===== config.mk =====
export PLATFORM = sky130hd
export DESIGN_NAME = fetch_unit_flat
export DESIGN_NICKNAME = d
export VERILOG_FILES = /design/src/rtl/fetch_unit_if.sv /design/src/rtl/fetch_unit.sv /design/src/flat_wrapper.sv
export SDC_FILE = /design/constraint.sdc
export NUM_CORES = 1
export LEC_CHECK = 0
export BUFFER_PORTS_ARGS = -buffer_cell sky130_fd_sc_hd__buf_2
export CAP_MARGIN = 10
export CORE_ASPECT_RATIO = 1.1
export CORE_MARGIN = 2
export CORE_UTILIZATION = 48
export DETAILED_ROUTE_END_ITERATION = 12
export PLACE_DENSITY = 0.84
export SETUP_SLACK_MARGIN = 0.2
export SLEW_MARGIN = 10
export SYNTH_ARGS = -nofsm -noshare
export SYNTH_HDL_FRONTEND = slang
export SYNTH_SLANG_ARGS = --single-unit

===== constraint.sdc =====
create_clock -name clk -period 5.4 [get_ports clk]
set_input_delay 0.81 -clock clk [delete_from_list [all_inputs] [get_ports clk]]
set_output_delay 0.81 -clock clk [all_outputs]
set_load 0.01 [all_outputs]

===== src/rtl/fetch_unit_if.sv =====
// ---------------------------------------------------------------------------
// fetch_unit_if
// Purpose : bundles the instruction-memory, redirect and decode-side
//           valid/ready signals of the fetch unit into one interface.
// Signals :
//   imem_addr      fetch word address toward instruction memory
//   imem_rd        instruction word returned combinationally for imem_addr
//   redirect_valid control-flow redirect request from execute
//   redirect_pc    redirect target (low two bits ignored by the fetch unit)
//   out_valid      FIFO head holds a valid instruction
//   out_ready      decode accepts the head this cycle
//   out_instr      head instruction word (0 when empty)
//   out_pc         head instruction address (0 when empty)
//   out_pc_plus4   out_pc + 4 modulo 2^32 (0 when empty)
//   level          current FIFO occupancy
// Modports: master = fetch unit side, slave = memory/execute/decode side.
// ---------------------------------------------------------------------------
interface fetch_unit_if #(
   parameter int DEPTH = 2
) ();
   logic [31:0]              imem_addr;
   logic [31:0]              imem_rd;
   logic                     redirect_valid;
   logic [31:0]              redirect_pc;
   logic                     out_valid;
   logic                     out_ready;
   logic [31:0]              out_instr;
   logic [31:0]              out_pc;
   logic [31:0]              out_pc_plus4;
   logic [$clog2(DEPTH):0]   level;

   modport master (
      output imem_addr,
      input  imem_rd,
      input  redirect_valid,
      input  redirect_pc,
      output out_valid,
      input  out_ready,
      output out_instr,
      output out_pc,
      output out_pc_plus4,
      output level
   );

   modport slave (
      input  imem_addr,
      output imem_rd,
      output redirect_valid,
      output redirect_pc,
      input  out_valid,
      output out_ready,
      input  out_instr,
      input  out_pc,
      input  out_pc_plus4,
      input  level
   );
endinterface


===== src/rtl/fetch_unit.sv =====
// ---------------------------------------------------------------------------
// fetch_unit
// Purpose : instruction-fetch initiator. Drives the pc onto imem_addr,
//           captures the combinational memory word each cycle into a small
//           in-order FIFO of {instr, pc} pairs and presents the head to
//           decode over valid/ready. A redirect flushes the FIFO and restarts
//           fetch at the (word-aligned) target.
// Ports   :
//   clk  - single clock, rising edge
//   rst  - asynchronous active-low reset
//   bus  - fetch_unit_if.master (memory, redirect and decode signals)
// ---------------------------------------------------------------------------
module fetch_unit #(
   parameter logic [31:0] RESET_PC = 32'h0000_0000,
   parameter int          DEPTH    = 2
) (
   input  logic          clk,
   input  logic          rst,
   fetch_unit_if.master  bus
);
   localparam int             PW         = $clog2(DEPTH);
   localparam int             LW         = PW + 1;
   localparam logic [LW-1:0]  FULL_LEVEL = LW'(DEPTH);

   if (DEPTH < 2 || (DEPTH & (DEPTH - 1)) != 0) begin : g_bad_depth
      $error("fetch_unit: DEPTH must be a power of two, at least 2");
   end
   if (RESET_PC[1:0] != 2'b00) begin : g_bad_reset_pc
      $error("fetch_unit: RESET_PC must be word aligned");
   end

   logic [31:0]    r_pc;
   logic [PW-1:0]  r_wr_ptr;
   logic [PW-1:0]  r_rd_ptr;
   logic [LW-1:0]  r_level;
   logic [31:0]    r_instr_mem [DEPTH];
   logic [31:0]    r_pc_mem    [DEPTH];

   logic           w_valid;
   logic           w_pop;
   logic           w_can_push;
   logic           w_push;
   logic [LW-1:0]  w_level_next;

   assign w_valid    = (r_level != '0);
   assign w_pop      = w_valid & bus.out_ready;
   // A pop frees the slot in the same cycle, so a full FIFO still accepts.
   assign w_can_push = (r_level < FULL_LEVEL) | w_pop;
   assign w_push     = ~bus.redirect_valid & w_can_push;

   always_comb begin
      w_level_next = r_level;
      if (w_push && !w_pop) begin
         w_level_next = r_level + LW'(1);
      end else if (!w_push && w_pop) begin
         w_level_next = r_level - LW'(1);
      end
   end

   // Control state: pc, pointers and occupancy.
   always_ff @(posedge clk or negedge rst) begin
      if (!rst) begin
         r_pc     <= RESET_PC;
         r_wr_ptr <= '0;
         r_rd_ptr <= '0;
         r_level  <= '0;
      end else if (bus.redirect_valid) begin
         // Any same-cycle pop has already been seen by decode; the rest of
         // the FIFO content is stale and dropped.
         r_pc     <= bus.redirect_pc & 32'hFFFF_FFFC;
         r_wr_ptr <= '0;
         r_rd_ptr <= '0;
         r_level  <= '0;
      end else begin
         if (w_push) begin
            r_pc     <= r_pc + 32'd4;
            r_wr_ptr <= r_wr_ptr + PW'(1);
         end
         if (w_pop) begin
            r_rd_ptr <= r_rd_ptr + PW'(1);
         end
         r_level <= w_level_next;
      end
   end

   // Entry storage needs no reset: outputs are gated by occupancy.
   always_ff @(posedge clk) begin
      if (w_push) begin
         r_instr_mem[r_wr_ptr] <= bus.imem_rd;
         r_pc_mem[r_wr_ptr]    <= r_pc;
      end
   end

   assign bus.imem_addr    = r_pc;
   assign bus.out_valid    = w_valid;
   assign bus.out_instr    = w_valid ? r_instr_mem[r_rd_ptr] : 32'd0;
   assign bus.out_pc       = w_valid ? r_pc_mem[r_rd_ptr] : 32'd0;
   assign bus.out_pc_plus4 = w_valid ? (r_pc_mem[r_rd_ptr] + 32'd4) : 32'd0;
   assign bus.level        = r_level;
endmodule


===== src/flat_wrapper.sv =====
// flat-port wrapper written by rule: the top's interface ports become plain ports
module fetch_unit_flat 
#(
   parameter logic [31:0] RESET_PC = 32'h0000_0000,
   parameter int          DEPTH    = 2
)
  (clk, rst, bus_imem_addr, bus_imem_rd, bus_redirect_valid, bus_redirect_pc, bus_out_valid, bus_out_ready, bus_out_instr, bus_out_pc, bus_out_pc_plus4, bus_level);
  fetch_unit_if #(.DEPTH(DEPTH)) bus_i ();
  input  logic clk;
  input  logic rst;
  output wire logic [$bits(bus_i.imem_addr)-1:0] bus_imem_addr;
  input wire logic [$bits(bus_i.imem_rd)-1:0] bus_imem_rd;
  input wire logic [$bits(bus_i.redirect_valid)-1:0] bus_redirect_valid;
  input wire logic [$bits(bus_i.redirect_pc)-1:0] bus_redirect_pc;
  output wire logic [$bits(bus_i.out_valid)-1:0] bus_out_valid;
  input wire logic [$bits(bus_i.out_ready)-1:0] bus_out_ready;
  output wire logic [$bits(bus_i.out_instr)-1:0] bus_out_instr;
  output wire logic [$bits(bus_i.out_pc)-1:0] bus_out_pc;
  output wire logic [$bits(bus_i.out_pc_plus4)-1:0] bus_out_pc_plus4;
  output wire logic [$bits(bus_i.level)-1:0] bus_level;
  assign bus_imem_addr = bus_i.imem_addr;
  assign bus_i.imem_rd = bus_imem_rd;
  assign bus_i.redirect_valid = bus_redirect_valid;
  assign bus_i.redirect_pc = bus_redirect_pc;
  assign bus_out_valid = bus_i.out_valid;
  assign bus_i.out_ready = bus_out_ready;
  assign bus_out_instr = bus_i.out_instr;
  assign bus_out_pc = bus_i.out_pc;
  assign bus_out_pc_plus4 = bus_i.out_pc_plus4;
  assign bus_level = bus_i.level;
  fetch_unit #(.RESET_PC(RESET_PC), .DEPTH(DEPTH)) u_core (.clk(clk), .rst(rst), .bus(bus_i));
endmodule

# Word-level counts from Yosys, hierarchy flattened
# Memories as Yosys holds them, arrays and structs flattened.
# Cells that the tools add are included.
# W data, S select, Z words.
[op_classes]
add_sub_neg = 6
n_lt_le_gt_ge = 1
n_mux = 14
bitwise = 4
n_reduce_logical = 8
[op_table]
columns = ["cell", "count"]
rows = [
  ["$mux W32", 5],
  ["$add A32 B3 Y32 const B", 2],
  ["$mux W1", 6],
  ["$mux W2", 3],
  ["$reduce_bool A2 Y1", 3],
  ["$reduce_bool A3 Y1", 1],
  ["$add A1 B1 Y1 const B", 2],
  ["$add A2 B1 Y2 const B", 1],
  ["$and A1 B1 Y1", 2],
  ["$logic_and A1 B1 Y1", 2],
  ["$logic_not A1 Y1", 2],
  ["$lt A2 B2 Y1 const B", 1],
  ["$sub A2 B1 Y2 const B", 1],
  ["$not A1 Y1", 1],
  ["$or A1 B1 Y1", 1],
]
[word_totals]
regBits = 36
ramBits = 128
inputBits = 68
output_inout_bits = 131
wordCells = 39
n_memories = 2
[memory_table]
columns = ["memory", "words", "word_bits", "read_ports", "rd_clocked_by_memory_dff", "write_ports", "line", "text"]
rows = [
  ["u_core.r_instr_mem", 2, 32, 1, 0, 1, "fetch_unit.sv:36", "logic [31:0] r_instr_mem [DEPTH];"],
  ["u_core.r_pc_mem", 2, 32, 1, 0, 1, "fetch_unit.sv:37", "logic [31:0] r_pc_mem [DEPTH];"],
]

# Logic depth before layout (Yosys ltp)
# Gate-level depths: netlist (run 1).
[logic_depth]
word_depth = 9
depth_mapped = 10
mapped_depth_nobuf = 7

# Worst setup path after synthesis (run 1)
# No wires, ideal clock.
[synth_timing]
path_kind = "in2reg"
startpoint = "input port bus_redirect_valid"
endpoint = "memory u_core.r_instr_mem[1][0] (enable)"
setup_ns = 0.571
arrival_ns = 5.790
required_ns = 4.829
setup_slack_ns = -0.962
cell_stages = 3
n_path_buf = 2
path_cell_list = "clkbuf_1 clkbuf_1 nor3b_1"
[synth_via]
elab_chain_len = 4
[synth_lines]
columns = ["item", "line", "text"]
rows = [
  ["from (decl)", "flat_wrapper.sv:13", "input wire logic [$bits(bus_i.redirect_valid)-1:0] bus_redirect_valid;"],
  ["$not A1 Y1", "fetch_unit.sv:49", "assign w_push = ~bus.redirect_valid & w_can_push;"],
  ["$and A1 B1 Y1", "fetch_unit.sv:49", ""],
  ["$mux W1", "fetch_unit.sv:88", "if (w_push) begin"],
  ["$mux W1 (not written as such)", "fetch_unit.sv:89", "r_instr_mem[r_wr_ptr] <= bus.imem_rd;"],
  ["to (decl)", "fetch_unit.sv:36", ""],
]
# No other way between the ends.

# Final worst setup path (run 1)
[layout_timing]
startpoint = "register u_core.r_rd_ptr"
endpoint = "output port bus_out_pc_plus4[31]"
[layout_via]
elab_chain_len = 3
[layout_lines]
columns = ["item", "line", "text"]
rows = [
  ["from (decl)", "fetch_unit.sv:34", "logic [PW-1:0] r_rd_ptr;"],
  ["from (signal assigned)", "fetch_unit.sv:80", "r_rd_ptr <= r_rd_ptr + PW'(1);"],
  ["$mem_v2 Z2 W32", "-", ""],
  ["$add A32 B3 Y32", "fetch_unit.sv:98", "assign bus.out_pc_plus4 = w_valid ? (r_pc_mem[r_rd_ptr] + 32'd4) : 32'd0;"],
  ["$mux W32", "fetch_unit.sv:98", ""],
  ["to (decl)", "flat_wrapper.sv:19", "output wire logic [$bits(bus_i.out_pc_plus4)-1:0] bus_out_pc_plus4;"],
]
# No other way between the ends.

==> flow_summary.json, run 1 <==
{
  "status": "finished clean",
  "worst_pin_slew_ns": 1.04,
  "max_stage_delay_ns": 0.96,
  "synth_common_cells": "edfxtp_1 (124), nor2_1 (84), mux2i_1 (60)",
  "skew_ns": 0.00723,
  "clkSlewWorstSetupHoldPaths_ns": 0.06,
  "cp-start-kind": "register",
  "nNetsFinal": 884,
  "cp_max_fo": 58,
  "syn_area_per_cell_um2": 12.1,
  "boundaryPins": 199,
  "gp_congestion": 0.890,
  "synth_warnings": 0,
  "min_period_ns": 4.21,
  "post_cts_buffers": 0,
  "place_inst": 995,
  "wl_per_cell_um": 16.7,
  "antenna_found_initial": 0,
  "fp.dieArea_um2": 17000,
  "synth-edff-count": 124,
  "die_h_um": 137,
  "maxSlewHeadroom_pct": 30.4,
  "dr.pass1.iters": 4,
  "grt_max_degree": 81,
  "clock_sinks": 158,
  "power_w": 0.00321,
  "synth_area_leaders": "edfxtp_1 (48%), dfrtp_1 (11%), mux2i_1 (7.8%)",
  "hold_violations": 0,
  "rr_worst_depth": 5,
  "grt_pass1_wl_mm": 27.7,
  "fin_setup_tns_ns": 0,
  "fp.dieW_um": 125,
  "cts.root.buffer_cell": "clkbuf_16",
  "cts-hold-fix-buffers": 0,
  "synth_top_area_share_pct": 48.5,
  "grt_pass1_vias": 5415,
  "crit_arrival_ns": 3.40,
  "rsz0062_at_grt": "false",
  "crit_path_end_kind": "primary output",
  "ant_nets": 0,
  "initialDrtViolationCount": 294,
  "holdWs_ns": 0.470,
  "coreArea_um2": 15700,
  "wl_mm": 17.1,
  "yosysUniqueCellTypes": 55,
  "synth_area_um2": 7680,
  "row_count": 48,
  "maxSlewViolCount": 0,
  "crit_chain": "buf_4, nand3_1, a22oi_2, nand2_1, nor4_2, mux2_1, buf_2",
  "grt_overflow_total": 0,
  "dpl_cell_area_um2": 8720,
  "synth_flop_cell": "edfxtp_1",
  "cts_tree": "yes",
  "drv_cap": 0,
  "drc": 0,
  "cp_slowest_cell": "dfrtp_4",
  "antenna_cells": 0,
  "synthCells": 637,
  "seq_area_frac_synth_pct": 59.5,
  "synth-seq-cells": 158,
  "cts-resized-gates": 0,
  "vias": 5494,
  "vias_per_cell": 5.35,
  "cp.required_ns": 4.59,
  "r2r-end": "u_core.bus.imem_addr[19]$_DFFE_PN0P_",
  "ir_worst_vdd_uv": 188,
  "setup_viol": 0,
  "period_share_pct": 77.9,
  "async_flop_share_pct": 21.5,
  "start_util_pct": 49.0,
  "dp_hpwl_mm": 11.8,
  "synth.largest_area_cell": "edfxtp_1",
  "final_cell_area_um2": 9300,
  "p_leak_nw": 3.70,
  "nFillCells": 1291,
  "cts_buffers": 17,
  "final_cells": 1027,
  "area_growth_syn_to_layout_pct": 21.0,
  "cts_max_level": 4,
  "powerDensity_nw_per_um2": 345,
  "setup.worst_path.class": "reg2out",
  "cts_buffer_depth": 2,
  "timing.fmax_mhz": 238,
  "grt_usage_pct": 20.5,
  "r2r_slack_ns": 3.32,
  "synth_most_common_cell": "edfxtp_1",
  "clkLatencyLatePin_ns": 0.41,
  "hp-class": "in2async",
  "portBuffers": 190,
  "worstReg2RegStart": "u_core.bus.imem_addr[5]$_DFFE_PN0P_",
  "drive_gt1_share_pct": 30.8
}
-- worst max path at each step --
stage	cells past startpoint	end	slack, ns	from
after floorplan	3	u_core.r_instr_mem[1][0]$_DFFE_PP_	1.24	bus_redirect_valid
after global placement	7	bus_out_pc_plus4[31]	1.65	u_core.r_rd_ptr$_DFFE_PN0P_
after detailed placement	7	bus_out_pc_plus4[31]	1.62	u_core.r_rd_ptr$_DFFE_PN0P_
after CTS	7	bus_out_pc_plus4[31]	1.16	u_core.r_rd_ptr$_DFFE_PN0P_
after global routing	7	bus_out_pc_plus4[31]	0.94	u_core.r_rd_ptr$_DFFE_PN0P_
final	7	bus_out_pc_plus4[31]	1.19	u_core.r_rd_ptr$_DFFE_PN0P_
-- layout by cell type, fill, tap and decap left out, types with 10 or more instances in the layout --
master,instances
clkbuf_16,17
o21ai_0,25
buf_2,190
dfrtp_1,33
xor2_1,26
nor3_1,12
xnor2_1,15
and3_1,11
nand2_1,59
nand4_1,20
and2_1,10
edfxtp_1,124
nor2_1,83
nand3_1,20
mux2i_1,60
-- area by class of cell --
class	instances	area [um2]	share of cell area, %
Timing Repair Buffer	194	981	10.6
Clock buffer	19	443	4.76
Sequential cell	158	4580	49.2
Clock inverter	13	130	1.40
Multi-Input combinational cell	437	2890	31.1
Tap cell	200	250	2.69
Inverter	6	22.5	0.242
-- registers in the layout, summed over array words and instances, names as in the netlist --
name and cells:
u_core.bus.imem_addr 30, u_core.r_pc_mem 60, u_core.r_rd_ptr 1, u_core.r_wr_ptr 1, u_core.bus.level 2, u_core.r_instr_mem 64
-- power by group --
| part | internal, W | switching, W | total (W) |
|---|---|---|---|
| registers | 0.00143 | 0.0000971 | 0.00152 |
| clock network | 0.000657 | 0.000487 | 0.00114 |
| logic | 0.000219 | 0.000324 | 0.000542 |
| total | 0.00230 | 0.000908 | 0.00321 |
-- worst max-delay path: cells and delay by family, from the launching register on --
kind	cells	cell delay (ns)
multiplexers	1	0.34
buffers and inverters	2	0.76
AO/OA/AOI/OAI	1	0.26
flip-flops	1	0.96
AND/OR/NAND/NOR	3	0.63
-- layer usage --
metal | GRT usage, % | vias to the layer above | wire [um]
li1 | - | 2669 | -
met1 | 27.6 | 2627 | 7770
met2 | 33.7 | 173 | 8310
met3 | 3.44 | 25 | 693
met4 | 7.49 | 0 | 334
met5 | 0 | - | 0
-- metrics by stage --
stage	util [%]	worst slack (ns)
after floorplan	-	1.24
after global placement	55.7	1.65
after detailed placement	55.7	1.62
after CTS	59.3	1.16
after global routing	59.3	0.942
final	59.3	1.19
-- cells by family (layout without fill, tap and decap cells) --
group	Yosys count	in the layout	share of synthesized area (%)
other	1	6	0.0488
AOI/OAI and AO/OA	66	66	5.70
xor gates and xnor gates	41	41	4.67
muxes	71	71	9.46
buffers and inverters	47	232	3.47
DFF	158	158	59.5
adders and majority gates	2	2	0.326
and+or+nand+nor	251	251	16.8
(Power assumes the default switching activity.)
==> inputs of run 2 (changes only) <==
ABC_AREA = 1   (was default)
CORE_UTILIZATION = 49   (was 48)
PLACE_DENSITY = 0.85   (was 0.84)
clock period = 3.75 ns   (was 5.4 ns; I/O delays follow)
==> run 2 against run 1 <==
Sequential share of layout area decreased by 3.2 points. Critical endpoint is now bus_out_pc_plus4[24]. Die area increased by 4.4%. Clock power grew 53%. Utilization grew 1.4 points. Cell count rose by 36%. Final area up 6.9%. Sequential power is 45% higher. Register-to-register slack got worse by 1.7 ns. Power grew 52%. Critical path type unchanged. Largest cell class unchanged. Via count up 32%. First-iteration DRC count is 110% higher.
==> flow_summary.json, run 2 <==
{
  "gp_congestion": 0.911,
  "grt_overflow_total": 0,
  "grt_usage_pct": 24.2,
  "p_leak_nw": 4.55,
  "status": "finished clean",
  "die_h_um": 140,
  "comb_power_share_pct": 19.4,
  "wl_per_cell_um": 15.4,
  "cts_buffers": 17,
  "cts_tree": "yes",
  "drv_cap": 0,
  "cp_slowest_cell": "dfrtp_2",
  "initialDrtViolationCount": 614,
  "dr.pass1.iters": 5,
  "min_period_ns": 3.21,
  "period_share_pct": 85.7,
  "max_stage_delay_ns": 0.43,
  "clkLatencyLatePin_ns": 0.42,
  "cts_buffer_depth": 2,
  "drive_gt1_share_pct": 23.3,
  "dp_hpwl_mm": 15.5,
  "setup_viol": 0,
  "grt_pass1_wl_mm": 33.8,
  "synth.largest_area_cell": "edfxtp_1",
  "post_cts_buffers": 0,
  "multi_input_area_um2": 3090,
  "synth-xor-area-share_pct": 1.07,
  "dpl_cell_area_um2": 9320,
  "synth_warnings": 0,
  "synth_compound_area_share_pct": 6.27,
  "clkSlewWorstSetupHoldPaths_ns": 0.07,
  "synth_flop_cell": "edfxtp_1",
  "crit_arrival_ns": 2.65,
  "maxSlewViolCount": 0,
  "vias": 7279,
  "wl_mm": 21.5,
  "crit_path_frequent_cell": "nand2_1",
  "ir_worst_vdd_uv": 290,
  "power_switching_w": 0.00150,
  "worst_slack_ns": 0.538,
  "nFillCells": 1386,
  "async_flop_share_pct": 21.5,
  "largest_register_ffs": 64,
  "synth-edff-count": 124,
  "final_cell_area_um2": 9940,
  "p_seq_share_pct": 45.0,
  "muxShareOfSynthArea_pct": 0,
  "cp-start-kind": "register",
  "antenna_found_initial": 1,
  "hold_violations": 0,
  "portBuffers": 190,
  "synth_top_family_by_area": "simple AND/OR/NAND/NOR gates",
  "synthCells": 991,
  "swShare_pct": 30.7,
  "final_common_cell": "nand2_1",
  "syn_area_per_cell_um2": 8.27,
  "path_delay_family": "simple AND/OR/NAND/NOR gates",
  "cts_max_level": 4,
  "setup.worst_path.class": "reg2out",
  "worst_pin_slew_ns": 0.846,
  "cts.root.buffer_cell": "clkbuf_16",
  "boundaryPins": 199,
  "synth_most_common_cell": "nand2_1",
  "crit_path_end_kind": "primary output",
  "max_flop_register": "u_core.r_instr_mem",
  "nNetsFinal": 1248,
  "area_growth_syn_to_layout_pct": 21.2,
  "place_ws_ns": 0.852,
  "cp_max_fo": 32,
  "timing.fmax_mhz": 311,
  "power_w": 0.00489,
  "hp-class": "in2async",
  "synth_area_leaders": "edfxtp_1 (45%), nand2_1 (16%), dfrtp_1 (10%)",
  "coreArea_um2": 16400,
  "synthAdderAreaFrac_pct": 0.305,
  "synth_area_um2": 8200,
  "synth-seq-cells": 158,
  "power.internal_w": 0.00339,
  "row_count": 49,
  "cts-hold-fix-buffers": 0,
  "power_frac_clock_pct": 35.6,
  "crit_chain": "buf_8, o21ai_1, inv_1, ha_1, nand2_1, nor2_4, nand2_1, inv_1, nand3_1, nand2_1, nor2_1, buf_2",
  "maxSlewHeadroom_pct": 43.6,
  "grt_pass1_vias": 6978,
  "seqCellArea_um2": 4580,
  "skew_ns": 0.00940,
  "clock_sinks": 158,
  "fp.dieW_um": 127,
  "fp.dieArea_um2": 17800,
  "cp.required_ns": 3.19,
  "final_cell_mix": "nand2_1 (354), buf_2 (190), nor2_1 (131)",
  "synth_common_cells": "nand2_1 (354), nor2_1 (134), edfxtp_1 (124)",
  "worst-path-buf-inv": 4,
  "fin_setup_tns_ns": 0,
  "ant_nets": 0,
  "drc": 0,
  "grt_max_degree": 43,
  "vias_per_cell": 5.21,
  "rsz0062_at_grt": "false",
  "start_util_pct": 50.1,
  "seq_area_frac_synth_pct": 55.8,
  "powerDensity_nw_per_um2": 492,
  "yosys.area_share.simple_pct": 29.5,
  "synth_top_area_share_pct": 45.4,
  "yosysUniqueCellTypes": 35
}
run 2: cell types whose count changed after synthesis, sizes merged, moves of 11 or more:
cell and change:
mux2i -61, nor2 +67, xnor2 -11, xor2 -20, nand2 +315, inv +89
nand4 -16, a21oi +40, nand3 +23
run 2: logic make-up after synthesis:
kind of cell | Yosys count
simple gates | 590
flops | 158
buf+inv | 134
compound gates | 96
xor+xnor | 10
fa+ha+maj | 2
other cells | 1
run 2: power groups by stage:
| stage | combinational, W | clock (W) | sequential (W) |
|---|---|---|---|
| after CTS | 0.000950 | 0.00175 | 0.00219 |
| after detailed placement | 0.000944 | 0 | 0.00223 |
| final | 0.000950 | 0.00174 | 0.00220 |
| after global routing | 0.00106 | 0.00183 | 0.00222 |
| after global placement | 0.000920 | 0 | 0.00222 |
| after floorplan | 0.000580 | 0 | 0.00221 |
run 2: worst reg2reg max path, cell delays in order (launching register included):
cell and delay [ns]:
dfrtp_1 0.45, nor2_4 0.06, nor2_1 0.21, nor2_2 0.12, nor2_1 0.14, inv_1 0.21, nor2_4 0.14, buf_4 0.41
run 2: repair_timing:
item	in CTS	in global routing
gates resized for setup	0	3
endpoints found under the hold margin	0	0
endpoints found under the setup margin	0	4
run 2: stage by stage:
step                      instances  utilization [%]  hold slack (ns)
final                          1396             60.7            0.247
after global routing           1396             60.7            0.300
after CTS                      1395             60.6            0.260
after detailed placement       1363             56.9            0.524
after global placement         1363             56.9            0.502
after floorplan                 996                -            0.267
run 2: metal layers:
layer / global-route usage, % / vias to the layer above / wire [um]
met3: 3.96 / 55 / 1430
met4: 12.2 / 0 / 847
met2: 40.0 / 317 / 10300
li1: - / 3558 / -
met1: 30.7 / 3349 / 8910
met5: 0 / - / 0
run 2: final cells by class:
class	instances	share of cell area [%]
sequential	158	46.0
multi-input combinational	704	31.1
timing repair buffer	202	10.6
clock buffer	17	4.28
inverter	95	3.60
tap	204	2.57
clock inverter	15	1.80
antenna	1	0.0252
run 2: path summary, 6_finish.rpt:
check / depth (start not counted) / start / end / slack (ns)
max: 12 / u_core.r_rd_ptr$_DFFE_PN0P_ / bus_out_pc_plus4[24] / 0.54
min: 1 / rst / u_core.bus.imem_addr[19]$_DFFE_PN0P_ / 0.25
max reg2reg: 7 / u_core.bus.level[1]$_DFFE_PN0P_ / u_core.r_instr_mem[0][2]$_DFFE_PP_ / 1.65
min reg2reg: 0 / u_core.bus.imem_addr[26]$_DFFE_PN0P_ / u_core.r_pc_mem[1][26]$_DFFE_PP_ / 0.56
max in group asynchronous: 1 / rst / u_core.r_rd_ptr$_DFFE_PN0P_ / 2.91
min in group clk: 1 / bus_imem_rd[11] / u_core.r_instr_mem[0][11]$_DFFE_PP_ / 0.33
==> inputs of run 3 (changes only) <==
ABC_AREA = default   (was 1)
CORE_UTILIZATION = 48   (was 49)
PLACE_DENSITY = 0.84   (was 0.85)
==> run 3 against run 2 <==
Critical path type unchanged. Maximum frequency shrank 4.1%. Combinational power shrank 15%. Wire length shrank 18%. Via count shrank 24%. Sequential power is essentially flat. Cell count shrank 26%. Critical path depth shrank 4. Sequential cell count is the same. Largest cell class unchanged. Worst setup slack lost 0.14 ns. Die area shrank 4.2%. Power shrank 2.2%. Hold slack lost 0.016 ns. Highest routed layer unchanged.
==> flow_summary.json, run 3 (synthesis results as in run 1) <==
{
  "cts-hold-fix-buffers": 0,
  "top_usage_layer": "met2",
  "skew_ns": 0.0117,
  "period_share_pct": 89.3,
  "clkLatencyLatePin_ns": 0.41,
  "worstReg2RegStart": "u_core.bus.imem_addr[5]$_DFFE_PN0P_",
  "dr.pass1.iters": 5,
  "dp_hpwl_mm": 12.2,
  "power_w": 0.00478,
  "initialDrtViolationCount": 402,
  "maxSlewHeadroom_pct": 43.8,
  "grt_max_degree": 81,
  "coreArea_um2": 15700,
  "worst_pin_slew_ns": 0.843,
  "cp-start-kind": "register",
  "rsz0062_at_grt": "false",
  "cts_buffer_depth": 2,
  "gp_congestion": 0.871,
  "place_ws_ns": 0.608,
  "grt_overflow_total": 0,
  "cp.required_ns": 3.19,
  "nNetsFinal": 887,
  "drive_gt1_share_pct": 31.0,
  "crit_arrival_ns": 2.79,
  "fin_setup_tns_ns": 0,
  "powerDensity_nw_per_um2": 510,
  "final_cell_mix": "buf_2 (190), edfxtp_1 (124), nor2_1 (83)",
  "hold_violations": 0,
  "max_flop_register": "u_core.r_instr_mem",
  "timing.fmax_mhz": 299,
  "ir_worst_vdd_uv": 284,
  "hp-class": "in2async",
  "min_period_ns": 3.35,
  "critPathLaunch": "u_core.r_rd_ptr$_DFFE_PN0P_",
  "cp_max_fo": 19,
  "antenna_cells": 0,
  "grt_usage_pct": 20.7,
  "setup.worst_path.class": "reg2out",
  "clkSlewWorstSetupHoldPaths_ns": 0.06,
  "cts_tree": "yes",
  "cts_max_level": 4,
  "wl_mm": 17.5,
  "p_leak_nw": 3.73,
  "antenna_found_initial": 0,
  "ant_nets": 0,
  "status": "finished clean",
  "grt_util_met3_pct": 4.38,
  "drc": 0,
  "worst_slack_ns": 0.402,
  "cts_buffers": 17,
  "wl_per_cell_um": 17.0,
  "area_growth_syn_to_layout_pct": 22.0,
  "use_met2_pct": 35.6,
  "grt_pass1_wl_mm": 27.5,
  "cts.root.buffer_cell": "clkbuf_16",
  "maxSlewViolCount": 0,
  "clock_sinks": 158,
  "portBuffers": 190,
  "fp.dieArea_um2": 17000,
  "utilization_pct": 59.8,
  "nFillCells": 1301,
  "start_util_pct": 49.0,
  "holdWs_ns": 0.230,
  "setup_viol": 0,
  "rr_worst_depth": 5,
  "drv_cap": 0,
  "vias_per_cell": 5.38,
  "row_count": 48,
  "fp.dieW_um": 125,
  "die_h_um": 137,
  "vias": 5544,
  "crit_path_end_kind": "primary output",
  "largest_register_ffs": 64,
  "grt_use_met1_pct": 26.1,
  "grt_pass1_vias": 5391,
  "boundaryPins": 199,
  "final_common_cell": "buf_2"
}
==> run 3: cell types whose count changed in the layout (fill, tap and decap cells not counted), sizes merged, moves of 8 or more <==
| cell | previous run | this run |
|---|---|---|
| mux2i | 0 | 61 |
| and2 | 0 | 10 |
| inv | 101 | 8 |
| xnor2 | 4 | 15 |
| mux2 | 0 | 10 |
| nand2 | 374 | 59 |
| nor3 | 7 | 15 |
| nor2 | 151 | 84 |
| and3 | 1 | 11 |
| nand3 | 47 | 24 |
| xor2 | 6 | 26 |
| a21oi | 45 | 5 |
| nand4 | 5 | 21 |
==> run 3: layout make-up <==
| type | instances | area (um2) | share of cell area, % |
|---|---|---|---|
| clock buffer | 19 | 433 | 4.62 |
| clock inverter | 13 | 186 | 1.99 |
| inverter | 6 | 22.5 | 0.240 |
| multi-input combinational | 437 | 2890 | 30.8 |
| sequential | 158 | 4580 | 48.8 |
| tap | 200 | 250 | 2.67 |
| timing repair buffer | 197 | 1010 | 10.8 |
==> run 3: per-stage QoR <==
step	cell area (um2)	std cells
floorplan	7720	642
global placement	8740	997
detailed placement	8740	997
CTS	9370	1030
global route	9380	1030
finish	9380	1030
==> run 3: per-layer routing <==
metal | wire length (um) | part of all wire, % | up-vias
met1 | 7510 | 43 | 2663
met2 | 8840 | 50 | 180
li1 | - | - | 2686
met3 | 922 | 5.3 | 15
met4 | 240 | 1.4 | 0
met5 | 0 | 0 | -
==> run 3: worst paths after layout <==
path / endpoint / slack, ns
max in group asynchronous: u_core.r_rd_ptr$_DFFE_PN0P_ / 2.92
setup reg to reg: u_core.bus.imem_addr[19]$_DFFE_PN0P_ / 1.67
setup / recovery: bus_out_pc_plus4[26] / 0.40
hold reg to reg: u_core.r_pc_mem[0][30]$_DFFE_PP_ / 0.55
min in group clk: u_core.r_instr_mem[1][11]$_DFFE_PP_ / 0.34
hold / removal: u_core.bus.imem_addr[8]$_DFFE_PN0P_ / 0.23
==> run 3: repair_timing <==
| action | 4_1_cts | 5_1_grt |
|---|---|---|
| cloned | 0 | 0 |
| resized for setup | 0 | 2 |
| setup endpoints to repair | 4 | 2 |
| buffers inserted | 1 | 0 |
==> run 3: worst max-delay path, stage by stage (launching register included) <==
cell and delay (ns):
dfrtp_4 0.60, mux2i_1 0.23, inv_1 0.11, ha_1 0.18
and2_2 0.24, nand3_4 0.19, nor4_2 0.32, mux2_2 0.36
buf_2 0.14
==> run 3: power breakdown <==
group	internal, W	switching [W]
Combinational	0.000320	0.000488
Sequential	0.00205	0.000122
Clock	0.00112	0.000683
